$ cat src/rtl/seq_mult_signed.sv
// seq_mult_signed: multi-cycle shift-add multiplier on operand magnitudes, signed or unsigned,
// with start/done handshake; result registered WIDTH+1 edges after the start edge.
module seq_mult_signed #(
    parameter int WIDTH = 32,
    parameter int CW    = $clog2(WIDTH + 1)
) (
    input  logic                 clk,
    input  logic                 rst_n,
    input  logic                 start,
    input  logic                 signed_mode,
    input  logic [WIDTH-1:0]     a,
    input  logic [WIDTH-1:0]     b,
    output logic                 busy,
    output logic                 done,
    output logic [2*WIDTH-1:0]   product,
    output logic                 sign_out
);
    typedef enum logic [1:0] {IDLE, RUN, FIX} state_t;
    state_t               state, state_n;
    logic [2*WIDTH-1:0]   acc, mag_a;
    logic [WIDTH-1:0]     mag_b, abs_a, abs_b;
    logic [CW-1:0]        cnt;
    logic                 sgn;
    always_comb begin
        abs_a   = (signed_mode & a[WIDTH-1]) ? -a : a;
        abs_b   = (signed_mode & b[WIDTH-1]) ? -b : b;
        state_n = state == IDLE ? (start ? RUN : IDLE) :
                  state == RUN  ? (cnt == CW'(1) ? FIX : RUN) : IDLE;
        busy    = state != IDLE;
    end
    always_ff @(posedge clk or negedge rst_n) begin
        if (!rst_n) state <= IDLE;
        else        state <= state_n;
    end
    // mag_a is kept pre-shifted so each iteration adds mag_a << (WIDTH-cnt) without a barrel shifter
    always_ff @(posedge clk or negedge rst_n) begin
        if (!rst_n) begin
            acc      <= '0;
            mag_a    <= '0;
            mag_b    <= '0;
            cnt      <= '0;
            sgn      <= 1'b0;
            done     <= 1'b0;
            product  <= '0;
            sign_out <= 1'b0;
        end else begin
            done <= 1'b0;
            case (state)
                IDLE: if (start) begin
                    sgn   <= signed_mode & (a[WIDTH-1] ^ b[WIDTH-1]);
                    mag_a <= {{WIDTH{1'b0}}, abs_a};
                    mag_b <= abs_b;
                    acc   <= '0;
                    cnt   <= CW'(WIDTH);
                end
                RUN: begin
                    if (mag_b[0]) acc <= acc + mag_a;
                    mag_a <= mag_a << 1;
                    mag_b <= mag_b >> 1;
                    cnt   <= cnt - CW'(1);
                end
                FIX: begin
                    product  <= sgn ? -acc : acc;
                    sign_out <= sgn;
                    done     <= 1'b1;
                end
                default: ;
            endcase
        end
    end
endmodule

$ cat config.mk
export PLATFORM = sky130hd
export DESIGN_NAME = seq_mult_signed
export DESIGN_NICKNAME = d
export VERILOG_FILES = /design/src/rtl/seq_mult_signed.sv
export SDC_FILE = /design/constraint.sdc
export NUM_CORES = 1
export LEC_CHECK = 0
export ABC_AREA = 0
export CAP_MARGIN = 20
export CORE_UTILIZATION = 40
export DETAILED_ROUTE_END_ITERATION = 6
export SETUP_SLACK_MARGIN = 0.15
export SYNTH_ARGS = -nofsm -noshare
export SYNTH_HDL_FRONTEND = slang
export SYNTH_SLANG_ARGS = --single-unit
$ cat constraint.sdc
create_clock -name clk -period 3.41 [get_ports clk]
set_input_delay 0.8525 -clock clk [delete_from_list [all_inputs] [get_ports clk]]
set_output_delay 0.8525 -clock clk [all_outputs]
set_load 0.02 [all_outputs]
## Word level (Yosys, flattened, before mapping)

Index checks and enable logic that the tools add are counted.

| storage, ports and cells | value |
|---|---|
| register bits | 235 |
| bits of input ports | 68 |
| output and inout bits | 67 |

| cells by class | value |
|---|---|
| reduce and logical (&&, ||, !) cells | 6 |
| mux-type cells | 17 |
| bitwise gates (word level) | 4 |
| $add $sub $neg | 5 |
| equal/unequal tests | 5 |

Operators by type and width:

| kind | number |
|---|---|
| 64-bit 2-to-1 mux | 4 |
| 64-bit one-hot mux with 2 select lines | 2 |
| 32-bit 2-to-1 mux | 3 |
| 64-bit adder | 1 |
| 32-bit negator | 2 |
| 64-bit negator | 1 |
| 32-bit one-hot mux with 2 select lines | 1 |
| 6-bit one-hot mux with 2 select lines | 1 |
| 6-bit by 1-bit == test with 1-bit output, second input constant | 1 |
| 2-bit 2-to-1 mux | 3 |
| 6-bit 2-to-1 mux | 1 |
| 6-bit by 1-bit subtractor with 6-bit output, second input constant | 1 |
| 2-bit != test, second input constant | 2 |
| 2-bit AND reduction | 2 |
| 2-bit nonzero test | 2 |
| 1-bit bitwise AND | 3 |
| 3-bit AND reduction | 1 |
| 2-bit by 1-bit == test with 1-bit output, second input constant | 1 |
| 2-bit == test, second input constant | 1 |
| 2-bit zero test | 1 |
| 1-bit 2-to-1 mux | 2 |
| 1-bit bitwise XOR | 1 |

## Depth between registers and ports, before layout

| logic depth | value |
|---|---|
| depth after elaboration | 4 |
| gate-level depth with buffers | 13 |

## Least setup slack after synthesis

Ideal clock, no wire load.

| timing path | value |
|---|---|
| path kind | input port to flip-flop |
| start | in b[8] |
| end | reg mag_b[30] |
| required time | 3.277 ns |
| setup time | 0.133 ns |
| setup slack | 0.449 ns |
| stages | 8 |
| arrival time | 2.828 ns |
| cells stage by stage | or4_1 -> nor4_1 -> nor3b_1 -> nand2_1 -> or3_1 -> o21ai_0 -> xor2_1 -> o21ai_0 |

| between the ends | value |
|---|---|
| cells in the longest elaborated chain, start to end | 4 |

Ends and longest elaborated chain:

| what | line | source |
|---|---|---|
| from (decl) | 12 | `input logic [WIDTH-1:0] b,` |
| 32-bit negator | 26 | `abs_b = (signed_mode & b[WIDTH-1]) ? -b : b;` |
| 32-bit 2-to-1 mux | 26 |  |
| 32-bit 2-to-1 mux | 49 | `IDLE: if (start) begin` |
| 32-bit one-hot mux with 2 select lines | 48 | `case (state)` |
| to (signal assigned) | 52 | `mag_b <= abs_b;` |
| to (signal assigned) | 59 | `mag_b <= mag_b >> 1;` |
| to (decl) | 21 | `logic [WIDTH-1:0] mag_b, abs_a, abs_b;` |

No other way between the ends. The select of a mux whose other input is x is not followed.
A chain may end at the register's enable or synchronous reset.

## Final worst setup path

| timing path | value |
|---|---|
| start | reg acc[6] |
| end | reg product[61] |

| between the ends | value |
|---|---|
| cells in the longest elaborated chain, start to end | 2 |

Ends and longest elaborated chain:

| what | line | source |
|---|---|---|
| from (decl) | 20 | `logic [2*WIDTH-1:0] acc, mag_a;` |
| from (signal assigned) | 57 | `if (mag_b[0]) acc <= acc + mag_a;` |
| 64-bit negator | 63 | `product <= sgn ? -acc : acc;` |
| 64-bit 2-to-1 mux | 63 |  |
| to (signal assigned) | 63 |  |
| to (decl) | 15 | `output logic [2*WIDTH-1:0] product,` |

No other way between the ends.

==> report_table.html <==
<table>
<tr><th>Metric</th><th>Value</th></tr>
<tr><th colspan="2">Timing</th></tr>
<tr><td>Worst Tran Pin Value</td><td>847 ps</td></tr>
<tr><td>Max Clock Skew</td><td>between 15 and 20 ps</td></tr>
<tr><td>Final number of setup-violating endpoints</td><td>0</td></tr>
<tr><td>Final worst path period share</td><td>roughly 92%</td></tr>
<tr><td>Achievable frequency</td><td>318 MHz</td></tr>
<tr><td>Max-slew headroom</td><td>43.6%</td></tr>
<tr><td>Number of max-slew violations in the final report</td><td>0</td></tr>
<tr><td>Fin. Hold Viols</td><td>0</td></tr>
<tr><td>Aggregate negative setup slack</td><td>0 ps</td></tr>
<tr><td>Final critical path time including I/O delays and setup</td><td>3150 ps</td></tr>
<tr><td>Unrepaired setup endpoints after global routing</td><td>true</td></tr>
<tr><th colspan="2">Routing</th></tr>
<tr><td>Via count</td><td>13849</td></tr>
<tr><td>Number of detailed-route iterations in the first pass</td><td>7</td></tr>
<tr><td>Vias/cell</td><td>5.40</td></tr>
<tr><td>Number of remaining DRC errors</td><td>0</td></tr>
<tr><td>Total length of routed wires</td><td>43900 microns</td></tr>
<tr><td>WL per Instance</td><td>about 17 microns</td></tr>
<tr><td>ANT nets after route</td><td>0</td></tr>
<tr><td>Initial DRC Count</td><td>about 830</td></tr>
<tr><th colspan="2">Setup path</th></tr>
<tr><td>Beginning of the critical path</td><td>acc[6]</td></tr>
<tr><td>Capturing instance or port of the critical path</td><td>product[61]</td></tr>
<tr><td>Data arrival time of the worst path</td><td>approximately 3600 ps</td></tr>
<tr><td>R2R cell count</td><td>11</td></tr>
<tr><td>Kind of launch point of the worst setup path</td><td>register</td></tr>
<tr><td>Critical-path cell list</td><td>or4_4 &gt; nor4_4 &gt; buf_6 &gt; nand3_2 &gt; or2_4 &gt; nor2_2 &gt; nand2_1 &gt; or3_4 &gt; o41ai_2 &gt; xor2_1 &gt; o21ai_1</td></tr>
<tr><td>Master of the slowest instance on the critical path</td><td>sky130_fd_sc_hd__or4_4</td></tr>
<tr><td>Largest driver fanout on the critical path</td><td>4</td></tr>
<tr><td>Worst flop-to-flop path endpoint</td><td>product[61]</td></tr>
<tr><td>Kind of end point of the critical path</td><td>register</td></tr>
<tr><td>Number of stages on the worst setup path</td><td>11</td></tr>
<tr><td>Start of the worst register-to-register path</td><td>acc[6]</td></tr>
<tr><td>Buffering stage count on the worst path with inverters included</td><td>1</td></tr>
<tr><td>Class of the most critical setup path</td><td>register to register</td></tr>
<tr><td>Slowest Stage Delay on Critical Path</td><td>590 ps</td></tr>
<tr><td>Cell type group with the largest total delay on the critical path</td><td>simple AND/OR/NAND/NOR gates</td></tr>
<tr><td>Req. time, crit path</td><td>between 3000 and 4000 ps</td></tr>
<tr><td>R2R setup slack</td><td>roughly 260 ps</td></tr>
<tr><th colspan="2">GRT</th></tr>
<tr><td>Maximum number of pins on one net before global-route repair</td><td>90</td></tr>
<tr><td>Wire length of the first global-routing pass</td><td>71100 microns</td></tr>
<tr><td>Total track usage</td><td>22.8%</td></tr>
<tr><td>Antenna violations before repair</td><td>0</td></tr>
<tr><td>Number of global-route vias before repair</td><td>13570</td></tr>
<tr><td>Gr ovfl total</td><td>0</td></tr>
<tr><th colspan="2">Min path</th></tr>
<tr><td>Path category of the worst min-delay check</td><td>input pin to asynchronous set/reset pin</td></tr>
<tr><th colspan="2">Layout</th></tr>
<tr><td>Layout Nets</td><td>2180</td></tr>
<tr><td>Final antenna diode count</td><td>0</td></tr>
<tr><td>Layout-stage area growth over the synthesis result</td><td>29.8%</td></tr>
<tr><td>Share of the core filled with cells</td><td>between 50% and 60%</td></tr>
<tr><td>Fraction of final layout cells with drive strength greater than 1</td><td>16.0%</td></tr>
<tr><td>Final-layout fill cell count</td><td>3491</td></tr>
<tr><th colspan="2">Logic synthesis</th></tr>
<tr><td>Nets in the synthesized netlist</td><td>1917</td></tr>
<tr><td>Number of synthesized flops with an enable pin</td><td>0</td></tr>
<tr><td>Largest family of logic cells by synthesized area</td><td>compound AO/OA/AOI/OAI gates</td></tr>
<tr><td>Synthesized area per cell</td><td>~8.5 sq um</td></tr>
<tr><td>Count of warnings emitted by yosys</td><td>0</td></tr>
<tr><td>Syn Inst Count</td><td>about 1800</td></tr>
<tr><td>Fraction of the mapped netlist area in adder cells</td><td>slightly below 6%</td></tr>
<tr><td>Primary flip-flop cell chosen by synthesis mapping</td><td>sky130_fd_sc_hd__dfrtp_1</td></tr>
<tr><td>Synth Area in XOR/XNOR</td><td>10.5%</td></tr>
<tr><td>Number of library cell types mapped by synthesis</td><td>71</td></tr>
<tr><td>Multiplexer fraction of the synthesized cell area</td><td>less than 1%</td></tr>
<tr><td>Post-synthesis sequential element count</td><td>235</td></tr>
<tr><td>Complex-gate fraction of the synthesized area</td><td>23.9%</td></tr>
<tr><td>Post-synthesis async set-or-reset flop share</td><td>between 90% and 100%</td></tr>
<tr><td>Area of the mapped netlist</td><td>15100 sq um</td></tr>
<tr><td>Post-synthesis simple-gate area fraction</td><td>17.6%</td></tr>
<tr><td>Portion of the post-synthesis area used by sequential elements</td><td>39.0%</td></tr>
<tr><th colspan="2">Floorplan</th></tr>
<tr><td>Core Footprint</td><td>between 30000 and 40000 sq um</td></tr>
<tr><td>Ports placed on the boundary</td><td>135</td></tr>
<tr><td>Die width</td><td>196 microns</td></tr>
<tr><td>Die outline area</td><td>between 30000 and 40000 sq um</td></tr>
<tr><td>Number of core rows</td><td>70</td></tr>
<tr><td>Effective utilization at floorplan</td><td>40.9%</td></tr>
<tr><td>Height of the chip</td><td>196 microns</td></tr>
<tr><th colspan="2">Power and ir drop</th></tr>
<tr><td>Maximum vdd drop</td><td>339 uV</td></tr>
<tr><td>Power Density</td><td>approximately 300 nW/um^2</td></tr>
<tr><td>Leakage</td><td>8.60 nW</td></tr>
<tr><th colspan="2">Clocking</th></tr>
<tr><td>Latest clock arrival within the worst-skew pair</td><td>550 ps</td></tr>
<tr><td>Quantity of hold-fixing buffers added after cts</td><td>0</td></tr>
<tr><td>CTS sink cnt</td><td>roughly 240</td></tr>
<tr><td>Clock tree from TritonCTS</td><td>yes</td></tr>
<tr><td>H-tree depth</td><td>1</td></tr>
<tr><td>Clock-pin slew on the worst setup and hold paths</td><td>around 60 ps</td></tr>
<tr><td>Cell at the root of the clock tree</td><td>sky130_fd_sc_hd__clkbuf_16</td></tr>
<tr><td>CTS Buf Count</td><td>27</td></tr>
<tr><td>Buffers from clock root to sink, at most</td><td>3</td></tr>
<tr><th colspan="2">Placement</th></tr>
<tr><td>Detail Placement HPWL</td><td>33500 microns</td></tr>
<tr><td>I/O Buffers</td><td>~130</td></tr>
<tr><td>Final weighted congestion of routability-driven global placement</td><td>0.938</td></tr>
<tr><th colspan="2">Run</th></tr>
<tr><td>Max cap viols</td><td>0</td></tr>
<tr><th colspan="2">Outcome</th></tr>
<tr><td>Outcome</td><td>finished clean</td></tr>
</table>
## cell families after synthesis
logic type                 count (synthesis)
AOI/OAI and AO/OA                        590
and+or+nand+nor                          580
DFF                                      235
xor gates and xnor gates                 181
buffers and inverters                    123
adders and majority gates                 69
muxes                                      2
## where the power goes
part           leakage (nW)  switching (mW)  total, mW  internal, mW
Combinational          5.20           0.157      0.295         0.138
Clock                 0.447            1.19       2.96          1.77
Sequential             2.96               0       2.79          2.79
Total                  8.60            1.35       6.04          4.70
## synth_stat cells, types with 4 or more instances
| cell | n | area share (%) |
|---|---|---|
| sky130_fd_sc_hd__and3_1 | 8 | 0.33 |
| sky130_fd_sc_hd__nand2b_1 | 16 | 0.66 |
| sky130_fd_sc_hd__ha_1 | 68 | 5.6 |
| sky130_fd_sc_hd__o21bai_1 | 17 | 0.85 |
| sky130_fd_sc_hd__nand3_1 | 26 | 0.86 |
| sky130_fd_sc_hd__nor3_1 | 29 | 0.96 |
| sky130_fd_sc_hd__clkbuf_1 | 88 | 2.2 |
| sky130_fd_sc_hd__o41ai_1 | 16 | 0.93 |
| sky130_fd_sc_hd__a21o_1 | 36 | 1.8 |
| sky130_fd_sc_hd__inv_1 | 26 | 0.65 |
| sky130_fd_sc_hd__a31oi_1 | 12 | 0.50 |
| sky130_fd_sc_hd__nand2_1 | 312 | 7.8 |
| sky130_fd_sc_hd__buf_1 | 5 | 0.12 |
| sky130_fd_sc_hd__nor2b_1 | 9 | 0.37 |
| sky130_fd_sc_hd__or4_1 | 9 | 0.45 |
| sky130_fd_sc_hd__nor2_1 | 81 | 2.0 |
| sky130_fd_sc_hd__xor2_1 | 120 | 7.0 |
| sky130_fd_sc_hd__o31ai_1 | 26 | 1.3 |
| sky130_fd_sc_hd__o21ai_1 | 15 | 0.50 |
| sky130_fd_sc_hd__xnor2_1 | 61 | 3.5 |
| sky130_fd_sc_hd__a22o_1 | 5 | 0.29 |
| sky130_fd_sc_hd__and2_1 | 10 | 0.41 |
| sky130_fd_sc_hd__a221o_1 | 4 | 0.27 |
| sky130_fd_sc_hd__nor4_1 | 14 | 0.58 |
| sky130_fd_sc_hd__a22oi_1 | 62 | 3.1 |
| sky130_fd_sc_hd__dfrtp_1 | 235 | 39 |
| sky130_fd_sc_hd__a211oi_1 | 7 | 0.35 |
| sky130_fd_sc_hd__o21a_1 | 4 | 0.20 |
| sky130_fd_sc_hd__a21oi_1 | 87 | 2.9 |
| sky130_fd_sc_hd__o21ai_0 | 265 | 8.8 |
| sky130_fd_sc_hd__buf_2 | 4 | 0.13 |
| sky130_fd_sc_hd__or3_1 | 26 | 1.1 |
| sky130_fd_sc_hd__nand4_1 | 15 | 0.62 |
| sky130_fd_sc_hd__o211ai_1 | 4 | 0.20 |
## metrics by stage
| step | setup slack, ps | hold slack (ps) | power (mW) | area [sq um] | instances |
|---|---|---|---|---|---|
| finish | 261 | 324 | 6.04 | 19600 | 2565 |
| floorplan | 449 | 460 | 2.93 | 15100 | 1780 |
| global placement | -250 | 461 | 3.14 | 18200 | 2513 |
| detailed placement | -206 | 470 | 3.14 | 18200 | 2513 |
| global route | 117 | 366 | 6.26 | 19600 | 2565 |
| CTS | 150 | 327 | 6.12 | 19100 | 2560 |
## metal layers
| layer | track usage, % | wire length [microns] | up-vias |
|---|---|---|---|
| met5 | 0 | 0 | - |
| met4 | 5.53 | 962 | 0 |
| met3 | 2.39 | 1750 | 66 |
| met2 | 36.6 | 19900 | 324 |
| met1 | 32.7 | 21300 | 6558 |
| li1 | - | - | 6901 |
## worst min path at each step
| stage | slack (ps) | end | from |
|---|---|---|---|
| 2_1_floorplan | 460 | mag_b[0] | mag_b[0] |
| 3_3_place_gp | 460 | sign_out | sign_out |
| 3_5_place_dp | 470 | product[47] | product[47] |
| 4_1_cts | 330 | mag_a[16] | rst_n |
| 5_1_grt | 370 | mag_a[16] | rst_n |
| 6_report | 320 | mag_a[16] | rst_n |
## area by class of cell
cell class	count	area, sq um	share of cell area (%)
Sequential cell	235	5890	30.1
Clock inverter	9	109	0.556
Tap cell	504	631	3.22
Timing Repair Buffer	331	2860	14.6
Multi-Input combinational cell	1422	9180	46.9
Clock buffer	38	797	4.07
Inverter	26	97.6	0.499
## placed cells by master (no fill, tap or decap), types with 5 or more instances in the layout
cell type,Yosys,layout
sky130_fd_sc_hd__nand2_1,312,312
sky130_fd_sc_hd__o21ai_0,265,258
sky130_fd_sc_hd__dfrtp_1,235,227
sky130_fd_sc_hd__buf_4,0,193
sky130_fd_sc_hd__clkdlybuf4s50_1,0,133
sky130_fd_sc_hd__xor2_1,120,120
sky130_fd_sc_hd__a21oi_1,87,82
sky130_fd_sc_hd__nor2_1,81,78
sky130_fd_sc_hd__a22oi_1,62,62
sky130_fd_sc_hd__xnor2_1,61,61
sky130_fd_sc_hd__ha_1,68,55
sky130_fd_sc_hd__a21o_1,36,35
sky130_fd_sc_hd__clkbuf_16,0,27
sky130_fd_sc_hd__nand3_1,26,26
sky130_fd_sc_hd__nor3_1,29,26
sky130_fd_sc_hd__inv_1,26,25
sky130_fd_sc_hd__o31ai_1,26,22
sky130_fd_sc_hd__or3_1,26,22
sky130_fd_sc_hd__o21ai_1,15,19
sky130_fd_sc_hd__o21bai_1,17,16
sky130_fd_sc_hd__nand4_1,15,15
sky130_fd_sc_hd__o41ai_1,16,15
sky130_fd_sc_hd__nand2b_1,16,13
sky130_fd_sc_hd__nor4_1,14,13
sky130_fd_sc_hd__ha_4,0,12
sky130_fd_sc_hd__a31oi_1,12,11
sky130_fd_sc_hd__and2_1,10,10
sky130_fd_sc_hd__and3_1,8,8
sky130_fd_sc_hd__or4_1,9,8
sky130_fd_sc_hd__dfrtp_2,0,8
sky130_fd_sc_hd__clkbuf_8,0,8
sky130_fd_sc_hd__nor2b_1,9,7
sky130_fd_sc_hd__a21oi_2,0,5
sky130_fd_sc_hd__or3_4,1,5
sky130_fd_sc_hd__a22o_1,5,5
## state kept, by name, indices dropped and copies added (netlist names)
name	count
cnt	6
sgn	1
done	1
product	64
mag_b	32
sign_out	1
mag_a	64
state	2
acc	64
## what timing repair did
item	in CTS	in global routing
gates resized for setup	10	78
endpoints found under the setup margin	11	31
setup buffers	0	5
pin swaps	1	22
No activity file was read; power rests on OpenSTA's default activity.
